`config.mk`:
```
export PLATFORM = sky130hd
export DESIGN_NAME = asp_irq_ctrl
export DESIGN_NICKNAME = d
export VERILOG_FILES = /design/src/rtl/dc_bsp_pkg.sv /design/src/rtl/asp_irq_rr_arbiter.sv /design/src/rtl/asp_irq_ctrl.sv
export SDC_FILE = /design/constraint.sdc
export NUM_CORES = 1
export LEC_CHECK = 0
export ABC_CLOCK_PERIOD_IN_PS = 8350
export CAP_MARGIN = 30
export CORE_MARGIN = 2
export CORE_UTILIZATION = 47
export DETAILED_ROUTE_END_ITERATION = 10
export GPL_TIMING_DRIVEN = 0
export PLACE_DENSITY = 0.91
export SKIP_CTS_REPAIR_TIMING = 1
export SLEW_MARGIN = 20
export SYNTH_ARGS = -nofsm -noshare
export SYNTH_HDL_FRONTEND = slang
export SYNTH_SLANG_ARGS = --single-unit
```
`constraint.sdc`:
```
create_clock -name clk -period 8.35 [get_ports clk]
set_clock_uncertainty 0.15 [all_clocks]
set_input_delay 1.67 -clock clk [delete_from_list [all_inputs] [get_ports clk]]
set_output_delay 1.67 -clock clk [all_outputs]
set_load 0.01 [all_outputs]
```
`src/rtl/dc_bsp_pkg.sv`:
```
// Board support constants shared by the ASP interrupt controller.
package dc_bsp_pkg;

  // IRQ source usage and host interrupt line count.
  localparam int unsigned BSP_AVMM_NUM_IRQ_USED   = 3;
  localparam int unsigned BSP_NUM_INTERRUPT_LINES = 4;

  // IRQ source bit positions.
  localparam int unsigned BSP_IRQ_DMA_0  = 0;
  localparam int unsigned BSP_IRQ_KERNEL = 1;
  localparam int unsigned BSP_IRQ_DMA_1  = 2;

  // Interrupt controller register word addresses.
  localparam int unsigned IRQ_REG_PENDING   = 0;
  localparam int unsigned IRQ_REG_MASK      = 1;
  localparam int unsigned IRQ_REG_RAW       = 2;
  localparam int unsigned IRQ_REG_SENT      = 3;
  localparam int unsigned IRQ_REG_REQ_COUNT = 4;

  // Request FSM states.
  typedef enum logic {
    StIdle,
    StReq
  } irq_fsm_e;

endpackage

```
`src/rtl/asp_irq_rr_arbiter.sv`:
```
// Combinational round-robin select: lowest eligible line above i_last, else lowest overall.
module asp_irq_rr_arbiter
  import dc_bsp_pkg::*;
#(
  parameter int unsigned NUM_IRQ  = BSP_AVMM_NUM_IRQ_USED,
  parameter int unsigned ID_WIDTH = 2
) (
  input  logic [NUM_IRQ-1:0]  i_eligible,
  input  logic [ID_WIDTH-1:0] i_last,
  output logic [ID_WIDTH-1:0] o_grant,
  output logic                o_any
);

  logic                w_hi_any;
  logic                w_lo_any;
  logic [ID_WIDTH-1:0] w_hi_grant;
  logic [ID_WIDTH-1:0] w_lo_grant;

  // Scan downward so the last hit in each half is the lowest index in that half.
  always_comb begin
    w_hi_any   = 1'b0;
    w_lo_any   = 1'b0;
    w_hi_grant = '0;
    w_lo_grant = '0;
    for (int i = int'(NUM_IRQ) - 1; i >= 0; i--) begin
      if (i_eligible[i]) begin
        if (i > int'(i_last)) begin
          w_hi_any   = 1'b1;
          w_hi_grant = ID_WIDTH'(i);
        end else begin
          w_lo_any   = 1'b1;
          w_lo_grant = ID_WIDTH'(i);
        end
      end
    end
    o_any   = w_hi_any | w_lo_any;
    o_grant = w_hi_any ? w_hi_grant : w_lo_grant;
  end

endmodule

```
`src/rtl/asp_irq_ctrl.sv`:
```
// ASP interrupt controller: edge-latched pending, host mask, round-robin valid/ready requests,
// and a 64-bit AVMM register slave.
module asp_irq_ctrl
  import dc_bsp_pkg::*;
#(
  parameter int unsigned NUM_IRQ    = BSP_AVMM_NUM_IRQ_USED,
  parameter int unsigned NUM_LINES  = BSP_NUM_INTERRUPT_LINES,
  parameter int unsigned ADDR_WIDTH = 3
) (
  input  logic                         clk,
  input  logic                         reset,
  input  logic [NUM_IRQ-1:0]           irq_in,
  input  logic [ADDR_WIDTH-1:0]        avmm_address,
  input  logic                         avmm_read,
  input  logic                         avmm_write,
  input  logic [63:0]                  avmm_writedata,
  input  logic [7:0]                   avmm_byteenable,
  output logic [63:0]                  avmm_readdata,
  output logic                         avmm_readdatavalid,
  output logic                         avmm_waitrequest,
  output logic                         irq_valid,
  output logic [$clog2(NUM_LINES)-1:0] irq_id,
  input  logic                         irq_ready
);

  localparam int unsigned IdW = $clog2(NUM_LINES);

  logic [NUM_IRQ-1:0] r_irq_in_q;
  logic [NUM_IRQ-1:0] r_pending;
  logic [NUM_IRQ-1:0] r_sent;
  logic [NUM_IRQ-1:0] r_mask;
  logic [31:0]        r_req_count;
  irq_fsm_e           r_state;
  logic [IdW-1:0]     r_last;
  logic [IdW-1:0]     r_irq_id;
  logic               r_irq_valid;
  logic [63:0]        r_readdata;
  logic               r_readdatavalid;

  logic [NUM_IRQ-1:0] w_rise;
  logic [NUM_IRQ-1:0] w_bit_be;
  logic [NUM_IRQ-1:0] w_clr;
  logic [NUM_IRQ-1:0] w_mask_wr;
  logic [NUM_IRQ-1:0] w_acc;
  logic [NUM_IRQ-1:0] w_pending_d;
  logic [NUM_IRQ-1:0] w_sent_d;
  logic [NUM_IRQ-1:0] w_eligible;
  logic [IdW-1:0]     w_grant;
  logic               w_any;
  logic               w_accept;
  logic [63:0]        w_rd_data;
  logic               w_unused;

  assign avmm_waitrequest   = 1'b0;
  assign irq_valid          = r_irq_valid;
  assign irq_id             = r_irq_id;
  assign avmm_readdata      = r_readdata;
  assign avmm_readdatavalid = r_readdatavalid;
  assign w_unused           = ^{avmm_writedata, avmm_byteenable};

  assign w_rise   = irq_in & ~r_irq_in_q;
  assign w_accept = r_irq_valid & irq_ready;

  // Per-bit write enables from byte enables, W1C/RW strobes and the accepted-line one-hot.
  always_comb begin
    w_bit_be = '0;
    w_acc    = '0;
    for (int i = 0; i < int'(NUM_IRQ); i++) begin
      w_bit_be[i] = avmm_byteenable[i / 8];
      w_acc[i]    = w_accept && (int'(r_irq_id) == i);
    end
    w_clr     = '0;
    w_mask_wr = '0;
    if (avmm_write && avmm_address == ADDR_WIDTH'(IRQ_REG_PENDING)) begin
      w_clr = w_bit_be & avmm_writedata[NUM_IRQ-1:0];
    end
    if (avmm_write && avmm_address == ADDR_WIDTH'(IRQ_REG_MASK)) begin
      w_mask_wr = w_bit_be;
    end
  end

  // A new rise beats a same-cycle clear; sent can never outlive its pending bit or a clear.
  assign w_pending_d = (r_pending & ~w_clr) | w_rise;
  assign w_sent_d    = (r_sent | w_acc) & ~w_clr & w_pending_d;
  assign w_eligible  = r_pending & ~r_mask & ~r_sent;

  asp_irq_rr_arbiter #(
    .NUM_IRQ  (NUM_IRQ),
    .ID_WIDTH (IdW)
  ) u_arbiter (
    .i_eligible (w_eligible),
    .i_last     (r_last),
    .o_grant    (w_grant),
    .o_any      (w_any)
  );

  // Source edge detect, pending/sent/mask state.
  always_ff @(posedge clk or posedge reset) begin
    if (reset) begin
      r_irq_in_q <= '0;
      r_pending  <= '0;
      r_sent     <= '0;
      r_mask     <= '1;
    end else begin
      r_irq_in_q <= irq_in;
      r_pending  <= w_pending_d;
      r_sent     <= w_sent_d;
      r_mask     <= (r_mask & ~w_mask_wr) | (avmm_writedata[NUM_IRQ-1:0] & w_mask_wr);
    end
  end

  // Request FSM: issue one grant, hold it until accepted, then idle for a cycle.
  always_ff @(posedge clk or posedge reset) begin
    if (reset) begin
      r_state     <= StIdle;
      r_irq_valid <= 1'b0;
      r_irq_id    <= '0;
      r_last      <= IdW'(NUM_IRQ - 1);
      r_req_count <= '0;
    end else begin
      unique case (r_state)
        StIdle: begin
          if (w_any) begin
            r_irq_id    <= w_grant;
            r_irq_valid <= 1'b1;
            r_state     <= StReq;
          end
        end
        StReq: begin
          if (irq_ready) begin
            r_last      <= r_irq_id;
            r_req_count <= r_req_count + 32'd1;
            r_irq_valid <= 1'b0;
            r_state     <= StIdle;
          end
        end
        default: r_state <= StIdle;
      endcase
    end
  end

  // Read mux; unmapped addresses and unused bits return 0.
  always_comb begin
    w_rd_data = '0;
    if (avmm_address == ADDR_WIDTH'(IRQ_REG_PENDING))   w_rd_data = 64'(r_pending);
    if (avmm_address == ADDR_WIDTH'(IRQ_REG_MASK))      w_rd_data = 64'(r_mask);
    if (avmm_address == ADDR_WIDTH'(IRQ_REG_RAW))       w_rd_data = 64'(irq_in);
    if (avmm_address == ADDR_WIDTH'(IRQ_REG_SENT))      w_rd_data = 64'(r_sent);
    if (avmm_address == ADDR_WIDTH'(IRQ_REG_REQ_COUNT)) w_rd_data = 64'(r_req_count);
  end

  // Fixed one-cycle read response.
  always_ff @(posedge clk or posedge reset) begin
    if (reset) begin
      r_readdata      <= '0;
      r_readdatavalid <= 1'b0;
    end else begin
      r_readdatavalid <= avmm_read;
      if (avmm_read) r_readdata <= w_rd_data;
    end
  end

endmodule

```
# After elaboration in Yosys (flattened, before gate mapping)
# Cells that the tools add are included.
[totals]
ramBits = 0
regBits = 115
mem_bits_ro = 0
n_memories = 0
latch_bits = 0
output_inout_bits = 69
elab_cells = 84
input_bits = 83
[classes]
n_shift = 0
n_addsub = 1
mul = 0
n_lt_le_gt_ge = 2
reduce_logical = 10
n_eq_ne = 8
n_mux = 32
bitwise = 20
div = 0
[ops]
columns = ["operator", "n"]
rows = [
  ["$mux W64", 4],
  ["$add A32 B1 Y32 const B", 1],
  ["$and A3 B3 Y3", 9],
  ["$mux W2", 10],
  ["$not A3 Y3", 5],
  ["$mux W1", 13],
  ["$mux W3", 3],
  ["$or A3 B3 Y3", 3],
  ["$eq A3 B2 Y1 const B", 2],
  ["$reduce_and A2 Y1", 3],
  ["$logic_and A1 B1 Y1", 5],
  ["$eq A2 B2 Y1 const B", 2],
  ["$pmux W1 S2", 2],
  ["$eq A3 B1 Y1 const B", 1],
  ["$eq A3 B3 Y1 const B", 1],
  ["$logic_not A3 Y1", 1],
  ["$gt A1 B2 Y1 const A", 1],
  ["$gt A2 B2 Y1 const A", 1],
  ["$logic_not A2 Y1", 1],
  ["$ne A2 B1 Y1 const B", 1],
  ["$ne A2 B2 Y1 const B", 1],
  ["$and A1 B1 Y1", 1],
  ["$not A1 Y1", 1],
  ["$or A1 B1 Y1", 1],
]

# Longest topological paths before layout
# Gate-level depths: netlist of the first run.
[logic_depth]
word_depth = 10
ltp_mapped = 7
depth_no_buf = 5

# Hierarchy
# Synthesis of the first run repeated with hierarchy kept, for this count alone.
[unflattened]
cells_unflattened = 368
hier_area_um2 = 3843.7
[modules_own_cells]
columns = ["mod", "area_per_inst_um2", "cells_per_inst", "instances", "seq_area_each_um2"]
rows = [
  ["asp_irq_ctrl", 3793.6, 360, 1, 2082.0],
  ["asp_irq_rr_arbiter", 50.0, 8, 1, 0.0],
]

# Worst setup path after synthesis of the first run
# Ideal clock, no wire load.
[synth_path]
path_kind = "input port to flip-flop"
from = "in avmm_address[0]"
to = "reg r_readdata[31] (netlist: avmm_readdata[31])"
n_path_buf = 3
path_slack_ps = 5267
cell_stages = 6
arrival_ps = 2850
setup_time_ps = 83
required_time_ps = 8117
cell_sequence = "clkbuf_1 nor3_1 clkbuf_1 buf_1 nand2_1 o21ai_0"
[synth_between]
elab_chain_cells = 4
elab_cells_between_ends = 6
cone_classes = "eq/ne: 3; mux: 3"
[synth_lines]
columns = ["item", "line_no", "source"]
rows = [
  ["start: declaration", "asp_irq_ctrl.sv:13", "input logic [ADDR_WIDTH-1:0] avmm_address,"],
  ["$eq A3 B2 Y1", "asp_irq_ctrl.sv:147", "if (avmm_address == ADDR_WIDTH'(IRQ_REG_RAW)) w_rd_data = 64'(irq_in);"],
  ["$mux W64", "asp_irq_ctrl.sv:147", ""],
  ["$mux W64", "asp_irq_ctrl.sv:148", "if (avmm_address == ADDR_WIDTH'(IRQ_REG_SENT)) w_rd_data = 64'(r_sent);"],
  ["$mux W64 *", "asp_irq_ctrl.sv:149", "if (avmm_address == ADDR_WIDTH'(IRQ_REG_REQ_COUNT)) w_rd_data = 64'(r_req_count);"],
  ["end signal: assignment", "asp_irq_ctrl.sv:159", "if (avmm_read) r_readdata <= w_rd_data;"],
  ["end: declaration", "asp_irq_ctrl.sv:37", "logic [63:0] r_readdata;"],
]
# Mark *: on every way between the ends. The rest lies on a longest branch, timed or not.
# A chain may end at the register's enable or synchronous reset.

==> impl_metrics.toml, run 1 <==
[outcome]
outcome = "completed"

[critical_path]
critPathRequiredTime_ps = 8470
start_kind = "primary input"
critPathCaptureType = "register"
critPathKind = "in2reg"
cp_data_arrival_time_ps = 4020
cp_max_fo = 10

[pwr]
swShare_pct = 29.73
vdd_drop_max_mv = 0.1488
p_seq_share_pct = 53.9
power.leakage_nw = 2.180
switching_power_mw = 0.2783
p_clk_share_pct = 26.9
power.density_nw_per_um2 = 193.6
p_comb_share_pct = 19.2
p_int_mw = 0.6579

[sta]
tightestPinTransition_ps = 580.7
finalSetupTns_ps = 0
finalSetupViolCount = 0
finalMaxSlewViolations = 0
finalHoldViolCount = 0
max-slew-margin-rel_pct = 61.28
min_period_ps = 3896
timing.fmax_ghz = 0.2567
finalCritPeriodShare_pct = 46.66
rsz0062_at_grt = "no"

[detailed_routing]
ant_nets = 0
drtIter0Drc = 148
routed-via-count = 2848
avgViaCountPerCell = 4.902
drc = 0
wl_per_cell_um = 13.59
drt_first_pass_iters = 4
wl_um = 7897

[yosys]
synth_top_area_share_pct = 50.53
synthTopCellsByArea = "dfrtp_1 51%, buf_4 6.3%, nand2_1 4.6%, o21ai_0 4.1%, xor2_1 3.8%"
syn_area_sq_um = 3913
ys_ff_latch = 83
synth.distinct_cells = 43
synthMuxAreaShare_pct = 3.262
yosys.area_share.adder_pct = 0.3198
yosysWarnings = 0
synthCells = 380
synthFlopType = "dfrtp_1"
synth_top_area_cell = "dfrtp_1"
synth_area_per_cell_sq_um = 10.30
synth_edf_count = 0
synth-xor-area-share_pct = 6.940
async_flop_share_pct = 100.0
synth_top_family_by_area = "simple AND/OR/NAND/NOR gates"
synthSimpleGateAreaFrac_pct = 16.69
synth_compound_gate_area_share_pct = 8.251
yosysSeqAreaShare_pct = 53.21

[floorplan]
fp.dieW_um = 95.24
initial_core_util_pct = 48.10
fp.coreArea_sq_um = 8134
ioPinCount = 152
std_cell_rows = 33
die_h_um = 95.24
fp.dieArea_sq_um = 9071

[cells_and_area]
areaGrowthSynthToFinish_pct = 23.57
final_area_sq_um = 4835
n_antenna_cell = 0
drive_above_1_share_pct = 15.76
final_common_cell = "dfrtp_1"
layout_common_cells = "79 x dfrtp_1, 48 x nand2_1, 48 x clkdlybuf4s50_1"
final_nets = 556

[clock_network]
clk_pin_slew_ps = 80
clock-sinks = 83
tritoncts = "yes"
root_buffer = "clkbuf_8"
clockBufferDepth = 2
numCtsBuffers = 9
clk_latency_ps = 350
htree_num_levels = 3

[worst_hold_path]
hp-class = "reg2reg"

[place]
placed_area_sq_um = 4667
gp_congestion = 0.7990
numPortBuffers = 48
dp_hpwl_um = 5732

[global_route]
grt_remaining_overflow = 0
grt_pass1_vias = 2827
grt_start_max_net_pins = 44
grt_use_total_pct = 19.38
antenna_found_initial = 0
grt_pass1_wl_um = 13570

[run]
max_cap_violations = 0
path summary, 6_finish.rpt:
| path | start | endpoint | slack, ps | cells past startpoint |
|---|---|---|---|---|
| worst max-delay path | avmm_read | avmm_readdata[3]$_DFFE_PP0P_ | 4450 | 8 |
| worst min-delay path | r_req_count[31]$_DFFE_PP0P_ | r_req_count[31]$_DFFE_PP0P_ | 330 | 1 |
| worst max register to register | r_req_count[4]$_DFFE_PP0P_ | r_req_count[21]$_DFFE_PP0P_ | 6240 | 5 |
| worst min register to register | r_req_count[31]$_DFFE_PP0P_ | r_req_count[31]$_DFFE_PP0P_ | 330 | 1 |
| max in group asynchronous | reset | r_last[1]$_DFFE_PP1P_ | 5810 | 3 |
| min in group asynchronous | reset | avmm_readdata[27]$_DFFE_PP0P_ | 1570 | 2 |
metal layers:
layer  GRT usage (%)  wire [um]
met1           24.46       3303
met2           32.98       3968
met3           3.794        452
met4           7.246        172
met5               0          0
metrics by stage:
| stage | worst slack, ps | total power [mW] | instances | utilization [%] | hold WS (ps) |
|---|---|---|---|---|---|
| 3_3_place_gp | 3256 | 0.6748 | 565 | 57.10 | 309.6 |
| 4_1_cts | 4432 | 0.9398 | 581 | 59.44 | 330.6 |
| 5_1_grt | 4263 | 0.9883 | 581 | 59.44 | 356.6 |
| 3_5_place_dp | 4076 | 0.6882 | 566 | 57.38 | 314.1 |
| 6_report | 4454 | 0.9362 | 581 | 59.44 | 327.8 |
| 2_1_floorplan | 4400 | 0.6195 | 412 | - | 291.5 |
logic make-up after synthesis:
family / after synthesis
AO/OA/AOI/OAI: 52
AND/OR/NAND/NOR: 118
other: 1
buffers and inverters: 82
flip-flops: 83
adder cells (fa/ha/maj): 1
XOR/XNOR: 31
multiplexers: 12
cell usage after synthesis, drive strengths merged (7+ instances only):
master   n
nor3    16
clkbuf  11
o21ai   32
dfrtp   79
inv     36
nand3   10
xor2    17
xnor2   14
nand2   48
nand4    7
buf     35
critical path, cell delays in order:
cell             delay, ps
clkdlybuf4s50_1        470
clkbuf_1               370
nand2_1                120
nor3_1                 330
clkbuf_1               380
buf_1                  430
nand2_1                140
o21ai_0                100
flip-flops by register name, summed over array words and instances (netlist names), named ones only:
register,count
avmm_readdata,32
avmm_readdatavalid,1
irq_id,2
irq_valid,1
r_irq_in_q,3
r_last,2
r_pending,3
r_req_count,32
r_sent,3
r_state,1
cell type report:
type                    instances  area, sq um
flip-flops and latches         83         2082
fillers                       690         3299
multi-input cells             247         1511
clock inverters                 5        30.03
inverters                      36        137.6
plain buffers                  46        304.0
well taps                     105        131.4
clock buffers                  10        137.6
repair buffers                 49        500.5
power groups by stage:
| stage | combinational, mW | clock, mW | sequential [mW] |
|---|---|---|---|
| 2_1_floorplan | 0.118 | 0 | 0.501 |
| 3_3_place_gp | 0.169 | 0 | 0.506 |
| 3_5_place_dp | 0.178 | 0 | 0.510 |
| 4_1_cts | 0.181 | 0.255 | 0.504 |
| 5_1_grt | 0.200 | 0.276 | 0.512 |
| 6_report | 0.180 | 0.251 | 0.505 |
(Power assumes the default switching activity.)
==> run 2, diff against run 1 <==
- ABC_CLOCK_PERIOD_IN_PS: 8350 -> 3600
- CORE_UTILIZATION: 47 -> 44
- PLACE_DENSITY: 0.91 -> 0.87
- clock period: 8.35 -> 3.6 ns (I/O delays scaled with it)
==> impl_metrics.toml, run 2 (same netlist as run 1, synthesis figures left out) <==
[cells_and_area]
drive_above_1_share_pct = 15.93
final_common_cell = "dfrtp_1"
areaGrowthSynthToFinish_pct = 24.50
final_nets = 556
n_antenna_cell = 0
multi_input_area_sq_um = 1511
fill_cells = 761
layout_common_cells = "79 x dfrtp_1, 48 x nand2_1, 48 x clkdlybuf4s50_1"
layout.area.seq_sq_um = 2082

[outcome]
outcome = "completed"

[global_route]
grt_remaining_overflow = 0
grt.met3_usage_pct = 4.009
grtUsageMet1_pct = 22.06
grt_pass1_wl_um = 12860
grt_use_met2_pct = 26.22
grt_start_max_net_pins = 45
grt_pass1_vias = 2737
busiest_layer = "met2"
grt_use_total_pct = 16.53
antenna_found_initial = 0

[pwr]
p_clk_share_pct = 30.4
switching_power_mw = 0.6807
p_int_mw = 1.590
power_mw = 2.271
power.density_nw_per_um2 = 466.3
vdd_drop_max_mv = 0.2521
p_seq_share_pct = 51.4
power.leakage_nw = 2.198
p_comb_share_pct = 18.2
swShare_pct = 29.97

[floorplan]
fp.dieArea_sq_um = 9662
ioPinCount = 152
std_cell_rows = 34
initial_core_util_pct = 45.08
fp.coreArea_sq_um = 8678
die_h_um = 98.30
fp.dieW_um = 98.30

[sta]
tightestPinTransition_ps = 595.7
min_period_ps = 2840
timing.fmax_ghz = 0.3521
finalHoldViolCount = 0
rsz0062_at_grt = "no"
max-slew-margin-rel_pct = 60.29
finalCritPeriodShare_pct = 78.90
whs_ps = 319.1
finalSetupViolCount = 0
finalMaxSlewViolations = 0

[critical_path]
critPathRequiredTime_ps = 3730
cp_slowest_cell = "clkdlybuf4s50_1"
critPathKind = "in2reg"
cp_data_arrival_time_ps = 2970
start_kind = "primary input"
slowest_delay_ps = 470
path_cells = "clkdlybuf4s50_1 -> clkbuf_1 -> nand2_1 -> nor3_1 -> clkbuf_1 -> buf_1 -> nand2_1 -> o21ai_0"
critPathCaptureType = "register"
cp_max_fo = 10

[clock_network]
clk_latency_ps = 360
htree_num_levels = 3
clockBufferDepth = 2
clock-sinks = 83
numCtsBuffers = 9
root_buffer = "clkbuf_8"
tritoncts = "yes"
clk_pin_slew_ps = 90

[detailed_routing]
ant_nets = 0
drc = 0
drt_first_pass_iters = 4
drtIter0Drc = 152
wl_um = 7732
wl_per_cell_um = 13.22
routed-via-count = 2869
avgViaCountPerCell = 4.904

[run]
max_cap_violations = 0

[worst_hold_path]
hp-class = "reg2reg"

[place]
numPortBuffers = 48
dp_hpwl_um = 5523
gp_congestion = 0.7762
-- run 2: cell count changes in the layout (fill, tap and decap cells not counted), sizes merged --
cell,change
inv,+2
bufinv,+1
clkbuf,-1
clkinvlp,-1
-- run 2: cell type report --
type                            instances  share of cell area [%]
Clock buffer                            9                   2.543
Sequential cell                        83                   42.74
Clock inverter                          7                   1.567
Tap cell                              108                   2.774
Inverter                               36                   2.826
Buffer                                 46                   6.242
Multi-Input combinational cell        247                   31.03
Timing Repair Buffer                   49                   10.27
-- run 2: worst max-delay path, delay by kind of cell --
kind / cells / cell delay, ps
simple gates: 3 / 520
buf+inv: 4 / 1620
compound gates: 1 / 90
-- run 2: worst paths after layout --
kind                       depth (start not counted)                            end  slack (ps)                         from
max                                                8   avmm_readdata[3]$_DFFE_PP0P_         760                    avmm_read
max reg2reg                                        5    r_req_count[30]$_DFFE_PP0P_        1560   r_req_count[0]$_DFFE_PP0P_
min reg2reg                                        1    r_req_count[31]$_DFFE_PP0P_         320  r_req_count[31]$_DFFE_PP0P_
min                                                1    r_req_count[31]$_DFFE_PP0P_         320  r_req_count[31]$_DFFE_PP0P_
min in group asynchronous                          2  avmm_readdata[22]$_DFFE_PP0P_         610                        reset
max in group asynchronous                          3                      async pin        2020                        reset
-- run 2: power by group through the flow --
stage               logic [mW]  registers (mW)  clock network, mW
finish                   0.414            1.17              0.689
detailed placement       0.411            1.18                  0
global placement         0.393            1.17                  0
global route             0.460            1.19              0.738
CTS                      0.417            1.16              0.701
floorplan                0.274            1.16                  0
-- run 2: through the flow --
step	utilization [%]	instance area, sq um	worst slack (ps)	instances	TNS [ps]
floorplan	-	4033	599.8	412	0
global placement	53.56	4648	-530.9	568	-41680
detailed placement	53.82	4671	361.9	569	0
CTS	56.13	4871	732.7	585	0
global route	56.13	4871	590.0	585	0
finish	56.13	4871	759.5	585	0
-- run 2: routing by layer --
| layer | routed length [um] | vias to the layer above |
|---|---|---|
| met3 | 429 | 12 |
| met4 | 125 | 0 |
| met5 | 0 | - |
| met2 | 3723 | 83 |
| met1 | 3454 | 1384 |
| li1 | - | 1390 |
==> run 3, diff against run 2 <==
- ABC_CLOCK_PERIOD_IN_PS: 3600 -> 2400
- CORE_UTILIZATION: 44 -> 40
- PLACE_DENSITY: 0.87 -> 0.83
- clock period: 3.6 -> 2.4 ns (I/O delays scaled with it)
==> impl_metrics.toml, run 3 (same netlist as run 1, synthesis figures left out) <==
[clock_network]
htree_num_levels = 3
clockBufferDepth = 2
tritoncts = "yes"
root_buffer = "clkbuf_8"
clk_pin_slew_ps = 90
clk_latency_ps = 360
clock-sinks = 83
numCtsBuffers = 9

[global_route]
grt_use_total_pct = 15.10
grt_remaining_overflow = 0
antenna_found_initial = 0
grt_start_max_net_pins = 34
grt_pass1_vias = 2649
grt_pass1_wl_um = 12360

[detailed_routing]
ant_nets = 0
wl_met3_um = 474
top_layer = "met4"
avgViaCountPerCell = 4.575
route.met2.wl_um = 3664
wl_um = 7590
drc = 0
routed-via-count = 2791
drtIter0Drc = 112
drt_first_pass_iters = 4
wl_per_cell_um = 12.44
drt-met1-wl_um = 3318

[critical_path]
critPathKind = "in2reg"
critPathCaptureType = "register"
cp_max_fo = 4
critPathRequiredTime_ps = 2530
cp_data_arrival_time_ps = 2270
start_kind = "primary input"
r2r_slack_ps = 350

[pwr]
power.density_nw_per_um2 = 694.8
vdd_drop_max_mv = 0.4124
power.leakage_nw = 2.218
power_mw = 3.441

[sta]
finalCritPeriodShare_pct = 89.20
rsz0062_at_grt = "no"
timing.fmax_ghz = 0.4671
tightestPinTransition_ps = 618.7
finalSetupViolCount = 0
finalMaxSlewViolations = 0
finalHoldViolCount = 0
min_period_ps = 2141
finalSetupTns_ps = 0
max-slew-margin-rel_pct = 58.37

[run]
max_cap_violations = 0

[worst_hold_path]
hp-class = "reg2reg"

[cells_and_area]
utilization_pct = 51.38
areaGrowthSynthToFinish_pct = 26.58
layout_common_cells = "79 x dfrtp_1, 48 x nand2_1, 48 x clkdlybuf4s50_1"
n_antenna_cell = 0
fill_cells = 868
final_common_cell = "dfrtp_1"
final_nets = 556
drive_above_1_share_pct = 16.56

[outcome]
outcome = "completed"

[floorplan]
fp.dieArea_sq_um = 10590
std_cell_rows = 36
die_h_um = 102.9
fp.dieW_um = 102.9
fp.coreArea_sq_um = 9639
initial_core_util_pct = 40.59
ioPinCount = 152

[place]
gp_congestion = 0.7637
numPortBuffers = 48
dp_hpwl_um = 5641
## run 3: changes by cell type in the layout (fill, tap and decap cells not counted), sizes merged
| cell | delta |
|---|---|
| clkinv | -2 |
| buf | +1 |
| clkbuf | -1 |
| clkinvlp | +1 |
| inv | +1 |
## run 3: critical path: stages
cell	delay, ps
clkdlybuf4s50_1	550
nand3_1	180
or4_1	620
nor3_1	270
xor2_1	170
## run 3: cell type report
cell class / instances / area (sq um) / area share (%)
Timing Repair Buffer: 51 / 548.0 / 11.07
Clock buffer: 9 / 123.9 / 2.501
Multi-Input combinational cell: 247 / 1511 / 30.52
Inverter: 36 / 138.9 / 2.804
Buffer: 44 / 297.8 / 6.013
Sequential cell: 83 / 2082 / 42.04
Tap cell: 133 / 166.4 / 3.360
Clock inverter: 7 / 83.83 / 1.693
## run 3: metal layers
metal,vias to the layer above,global-route usage (%)
li1,1388,-
met1,1318,18.45
met2,69,24.48
met3,16,5.017
met4,0,6.579
met5,-,0
## run 3: per-stage QoR
stage	cell area (sq um)	hold WS, ps	cells	setup WS (ps)
2_1_floorplan	4036	291.5	412	506.9
3_3_place_gp	4683	313.4	593	-460.9
3_5_place_dp	4751	319.6	596	-487.0
4_1_cts	4959	340.2	612	-127.7
5_1_grt	4952	352.9	610	190.4
6_report	4952	335.5	610	259.3
## run 3: final timing paths
kind,endpoint,start,cells past startpoint
max,r_req_count[30]$_DFFE_PP0P_,irq_ready,5
min,avmm_readdata[1]$_DFFE_PP0P_,avmm_readdata[1]$_DFFE_PP0P_,1
max reg2reg,r_req_count[30]$_DFFE_PP0P_,r_req_count[4]$_DFFE_PP0P_,4
min reg2reg,avmm_readdata[1]$_DFFE_PP0P_,avmm_readdata[1]$_DFFE_PP0P_,1
max in group asynchronous,r_last[1]$_DFFE_PP1P_,reset,4
min in group asynchronous,avmm_readdata[21]$_DFFE_PP0P_,reset,3
## run 3: where the power goes
group / switching (mW) / internal (mW) / leakage, nW
sequential: 0.190 / 1.57 / 1.06
clock: 0.553 / 0.501 / 0.103
combinational: 0.293 / 0.337 / 1.05
total: 1.04 / 2.41 / 2.22
